File: src/rtl/mem_arb_rr_pkg.sv
// mem_arb_rr_pkg: shared arbiter state type and display-client bus width defaults
package mem_arb_rr_pkg;
  typedef enum logic [1:0] {S_IDLE, S_GRANT, S_ACK} arb_state_t;
  localparam int AN_DEF = 24;
  localparam int DN_DEF = 16;
endpackage

File: src/rtl/mem_arb_rr_id_fifo.sv
// id_fifo: in-order queue of client IDs for outstanding reads; push and pop may coincide even when full
module id_fifo #(
  parameter int W = 2,
  parameter int D = 4
) (
  input  logic         clkSYS,
  input  logic         n_reset,
  input  logic         push,
  input  logic         pop,
  input  logic [W-1:0] din,
  output logic         full,
  output logic         empty,
  output logic [W-1:0] head
);
  localparam int PW = $clog2(D);
  logic [W-1:0] mem [D];
  logic [PW-1:0] wp, rp;
  logic [PW:0] cnt;
  logic rd_en, wr_en;
  assign full = cnt == (PW+1)'(D);
  assign empty = cnt == '0;
  assign head = mem[rp];
  assign rd_en = pop && !empty;
  assign wr_en = push && (!full || rd_en);
  always_ff @(posedge clkSYS or negedge n_reset)
    if (!n_reset) begin
      wp <= '0;
      rp <= '0;
      cnt <= '0;
    end else begin
      if (wr_en) wp <= wp + 1'b1;
      if (rd_en) rp <= rp + 1'b1;
      cnt <= cnt + (PW+1)'(wr_en) - (PW+1)'(rd_en);
    end
  always_ff @(posedge clkSYS)
    if (wr_en) mem[wp] <= din;
endmodule

File: src/rtl/mem_arb_rr.sv
// mem_arb_rr: round-robin arbiter of N clients onto one memory port, routing in-order read returns by ID
module mem_arb_rr
  import mem_arb_rr_pkg::*;
#(
  parameter int N = 4,
  parameter int AN = AN_DEF,
  parameter int DN = DN_DEF,
  parameter int FD = 4
) (
  input  logic                  clkSYS,
  input  logic                  n_reset,
  input  logic [N-1:0]          req,
  output logic [N-1:0]          ack,
  input  logic [N-1:0][AN-1:0]  addr,
  input  logic [N-1:0][DN-1:0]  data,
  input  logic [N-1:0]          wr,
  output logic [N-1:0]          rvalid,
  output logic [DN-1:0]         rdata,
  output logic                  mem_req,
  output logic                  mem_wr,
  output logic [AN-1:0]         mem_addr,
  output logic [DN-1:0]         mem_data,
  input  logic                  mem_ack,
  input  logic                  mem_rvalid,
  input  logic [DN-1:0]         mem_rdata
);
  localparam int IW = $clog2(N);
  localparam logic [N-1:0] ONE = {{(N-1){1'b0}}, 1'b1};
  arb_state_t state;
  logic [IW-1:0] g, last, win, idx, head;
  logic [N-1:0] elig;
  logic win_ok, after_ack, full, empty, push, err;
  always_comb begin
    elig = '0;
    for (int i = 0; i < N; i++)
      elig[i] = req[i] && !(after_ack && IW'(i) == g) && (wr[i] || !full);
  end
  // Scan from farthest to nearest so the client closest after last wins.
  always_comb begin
    win = '0;
    win_ok = 1'b0;
    idx = '0;
    for (int k = N; k >= 1; k--) begin
      idx = IW'((int'(last) + k) % N);
      if (elig[idx]) begin
        win = idx;
        win_ok = 1'b1;
      end
    end
  end
  assign push = state == S_GRANT && mem_ack && !mem_wr;
  assign rvalid = (mem_rvalid && !empty) ? ONE << head : '0;
  assign rdata = mem_rdata;
  always_ff @(posedge clkSYS or negedge n_reset)
    if (!n_reset) begin
      state <= S_IDLE;
      g <= '0;
      last <= IW'(N - 1);
      after_ack <= 1'b0;
      mem_req <= 1'b0;
      mem_wr <= 1'b0;
      mem_addr <= '0;
      mem_data <= '0;
      ack <= '0;
    end else
      case (state)
        S_IDLE: begin
          after_ack <= 1'b0;
          if (win_ok) begin
            g <= win;
            mem_addr <= addr[win];
            mem_data <= data[win];
            mem_wr <= wr[win];
            mem_req <= 1'b1;
            state <= S_GRANT;
          end
        end
        S_GRANT:
          if (mem_ack) begin
            mem_req <= 1'b0;
            last <= g;
            ack <= ONE << g;
            state <= S_ACK;
          end
        S_ACK: begin
          ack <= '0;
          after_ack <= 1'b1;
          state <= S_IDLE;
        end
        default: state <= S_IDLE;
      endcase
  // Sticky flag for a read return that arrives with no outstanding ID.
  always_ff @(posedge clkSYS or negedge n_reset)
    if (!n_reset) err <= 1'b0;
    else if (mem_rvalid && empty) err <= 1'b1;
  id_fifo #(.W(IW), .D(FD)) u_ids (
    .clkSYS(clkSYS),
    .n_reset(n_reset),
    .push(push),
    .pop(mem_rvalid),
    .din(g),
    .full(full),
    .empty(empty),
    .head(head)
  );
endmodule

File: config.mk
export PLATFORM = sky130hd
export DESIGN_NAME = mem_arb_rr
export DESIGN_NICKNAME = d
export VERILOG_FILES = /design/src/rtl/mem_arb_rr_pkg.sv /design/src/rtl/mem_arb_rr_id_fifo.sv /design/src/rtl/mem_arb_rr.sv
export SDC_FILE = /design/constraint.sdc
export NUM_CORES = 1
export LEC_CHECK = 0
export CAP_MARGIN = 5
export CORE_MARGIN = 1.5
export CORE_UTILIZATION = 39
export DETAILED_ROUTE_END_ITERATION = 12
export PLACE_DENSITY = 0.83
export SKIP_LAST_GASP = 1
export SYNTH_ARGS = -nofsm -noshare
export SYNTH_HDL_FRONTEND = slang
export SYNTH_SLANG_ARGS = --single-unit
File: constraint.sdc
create_clock -name clkSYS -period 2.8 [get_ports clkSYS]
set_input_delay 0.7 -clock clkSYS [delete_from_list [all_inputs] [get_ports clkSYS]]
set_output_delay 0.7 -clock clkSYS [all_outputs]
set_load 0.02 [all_outputs]
==> results.yml <==
worst_setup_path:
  r2r-end: "mem_addr[1]$_DFFE_PN0P_"
  rrSetupSlack_ps: 80
  crit_cells: 8
  required_ps: 3010
  crit_path_start_kind: "flip-flop"
  crit_start: "u_ids.cnt[1]$_DFF_PN0_"
  cp_top_family: "compound AO/OA/AOI/OAI gates"
  worst-path-max-fanout: 8
  setup.worst_path.class: "reg -> reg"
  r2r_start: "u_ids.cnt[1]$_DFF_PN0_"
  endpoint_kind: "flip-flop"
  critical_path.cell_chain: "or3b_4 > o221ai_2 > o22ai_1 > a221oi_4 > buf_4 > buf_4 > mux2i_1 > o221ai_2"
  cp.arrival_ps: 2930
  cp_slowest_stage_delay_ps: 450
  timing.critical_path.to: "mem_addr[1]$_DFFE_PN0P_"
  r2r_cells: 8
  cp_num_buf_inv: 2
  critPathSlowestCell: "or3b_4"
global_route:
  gr-total-overflow: 0
  antenna_found_initial: 0
  track_usage_pct: 21.1
  grt_pass1_wl_mm: 19.1
  first_global_vias: 3881
  grt_max_degree: 32
final_layout:
  drive_above_1_share_pct: 16.9
  fin_cells: 725
  nNetsFinal: 775
  syn_to_final_growth_pct: 57.8
  antenna_cells: 0
  fin_area_um2: 6850
placement:
  port_buffers: 221
  dpl_cell_area_um2: 6660
  dp.cells: 709
  place_congestion: 0.810
  hpwl_mm: 10.2
  dp_slack_ps: -306
logic_synthesis:
  async_reset_ff_share_pct: 88.2
  synth_top_cell_area_share_pct: 33.4
  yosysMostFrequentCell: "mux2i_1"
  synth_cells: 363
  synth_ff_type: "dfrtp_1"
  ys_seq_area_share_pct: 40.2
  ys_warn_count: 0
  synth.net_count: 558
  synth_seq_cells: 68
  synth_edf_count: 8
  synth_cell_types: 43
  synth_area_um2: 4340
  avgSynthCellArea_um2: 12.0
  synthTopCellsByArea: "dfrtp_1 (33%), mux2i_1 (19%), o221ai_2 (15%)"
  yosysTopAreaCell: "dfrtp_1"
  ys_top_cells_by_count: "mux2i_1 (83), dfrtp_1 (58), nand2_1 (56)"
sta:
  fin_skew_ps: 10.3
  worst_pin_slew_ps: 754
  rsz0062_at_grt: "true"
  finalHoldViolations: 0
  fin_crit_ps: 2720
  setup_violations: 0
  period_share_pct: 97.0
  fmax_mhz: 368
  fin_ws_ps: 83.2
  slew_headroom_pct: 49.8
  drv_slew: 0
  whs_ps: 427
route:
  ant_nets: 0
  firstDrtPassIters: 4
  drt_iter0_drc: 78
  vias_per_cell: 5.18
  drc_errors: 0
  routedWlPerCell_um: 17.7
  dr_total_vias: 3754
  routed_wl_mm: 12.8
power_and_ir_drop:
  ir_drop_mv: 0.480
  pwr_density_cell_nw_per_um2: 1030
  p_leak_nw: 2.86
  design_power_total_mw: 7.03
floorplanning:
  rows: 38
  start_util_pct: 40.0
  design.core.area_um2: 10800
  die_x_um: 108
  io_pins: 254
  die_h_um: 108
  die_area_um2: 11800
clock_network:
  clkLatencyLatePin_ps: 330
  htreeDepth: 3
  numCtsBuffers: 9
  cts_tree: "built"
  ctsResizeCount: 4
  post_cts_buffers: 0
  clockRootBuffer: "clkbuf_8"
  cts_max_path_buffers: 2
  clock_sinks: 68
  hold_buffers: 0
  clkSlewWorstSetupHoldPaths_ps: 80
flow_run:
  max_cap_viol_count: 0
worst_hold_path:
  min_path_type: "in -> async"
outcome:
  status: "completed"
routing by layer:
layer  track usage (%)  share of wire (%)  up-vias
met4              8.27                2.4        0
met5                 0                  0        -
met1              23.6                 38     1767
met2              38.4                 51      175
met3              4.88                8.6       35
li1                  -                  -     1777
cell families (layout without fill, tap and decap cells):
kind of cell             after synthesis  in the layout  synth area share, %
buffers and inverters                 53            275                 9.08
AO/OA/AOI/OAI                         64             64                 18.7
flip-flops                            68             68                 40.2
XOR/XNOR                               5              5                 1.01
adder cells (fa/ha/maj)                7              7                 2.19
AND/OR/NAND/NOR                       80             80                 8.39
multiplexers                          86             86                 20.4
how the worst min path moves through the flow:
stage	slack (ps)	end	from
global route	460	u_ids.cnt[1]$_DFF_PN0_	n_reset
CTS	430	u_ids.cnt[2]$_DFF_PN0_	n_reset
global placement	460	mem_req$_DFFE_PN0P_	mem_req$_DFFE_PN0P_
detailed placement	470	mem_req$_DFFE_PN0P_	mem_req$_DFFE_PN0P_
floorplan	400	ack[0]$_DFFE_PN0P_	n_reset
finish	430	u_ids.cnt[2]$_DFF_PN0_	n_reset
power breakdown:
| part | switching (mW) | internal (mW) |
|---|---|---|
| Combinational | 2.27 | 2.23 |
| Clock | 0.392 | 0.324 |
| Sequential | 0.334 | 1.48 |
placed cells by master, fill, tap and decap left out, types with 2 or more instances in the layout:
cell	count
buf_12	6
clkbuf_8	9
o221ai_2	43
edfxtp_1	8
a22o_1	4
buf_4	20
clkdlybuf4s50_1	216
nor2_1	3
and2_1	5
dlygate4sd2_1	4
ha_1	6
mux2i_1	82
nor3b_1	3
nand2_1	56
nor3_1	3
dfstp_2	2
mux4_2	2
dfrtp_1	58
xnor2_1	3
o21ai_1	2
clkinvlp_4	3
a32o_1	4
inv_1	11
xor2_1	2
o21ai_0	4
stage by stage:
step                      utilization [%]  TNS, ps
after floorplan                         -        0
after global placement               61.4    -4980
after detailed placement             61.4   -10000
after CTS                            63.0        0
after global routing                 63.1    -33.7
final                                63.1        0
area by class of cell:
| cell class | instances | area [um^2] |
|---|---|---|
| fillers | 892 | 4000 |
| repair buffers | 248 | 2480 |
| multi-input cells | 242 | 2230 |
| flip-flops and latches | 68 | 1740 |
| well taps | 140 | 175 |
| clock buffers | 9 | 124 |
| clock inverters | 7 | 51.3 |
| inverters | 11 | 41.3 |
flip-flops by register name, summed over array words and instances (netlist names):
name and cells:
ack 4, after_ack 1, g 2, last 2
mem_addr 24, mem_data 16, mem_req 1, mem_wr 1
state 2, u_ids.cnt 3, u_ids.mem 8, u_ids.rp 2
u_ids.wp 2
Note: power is estimated with default switching activity, not from simulation.
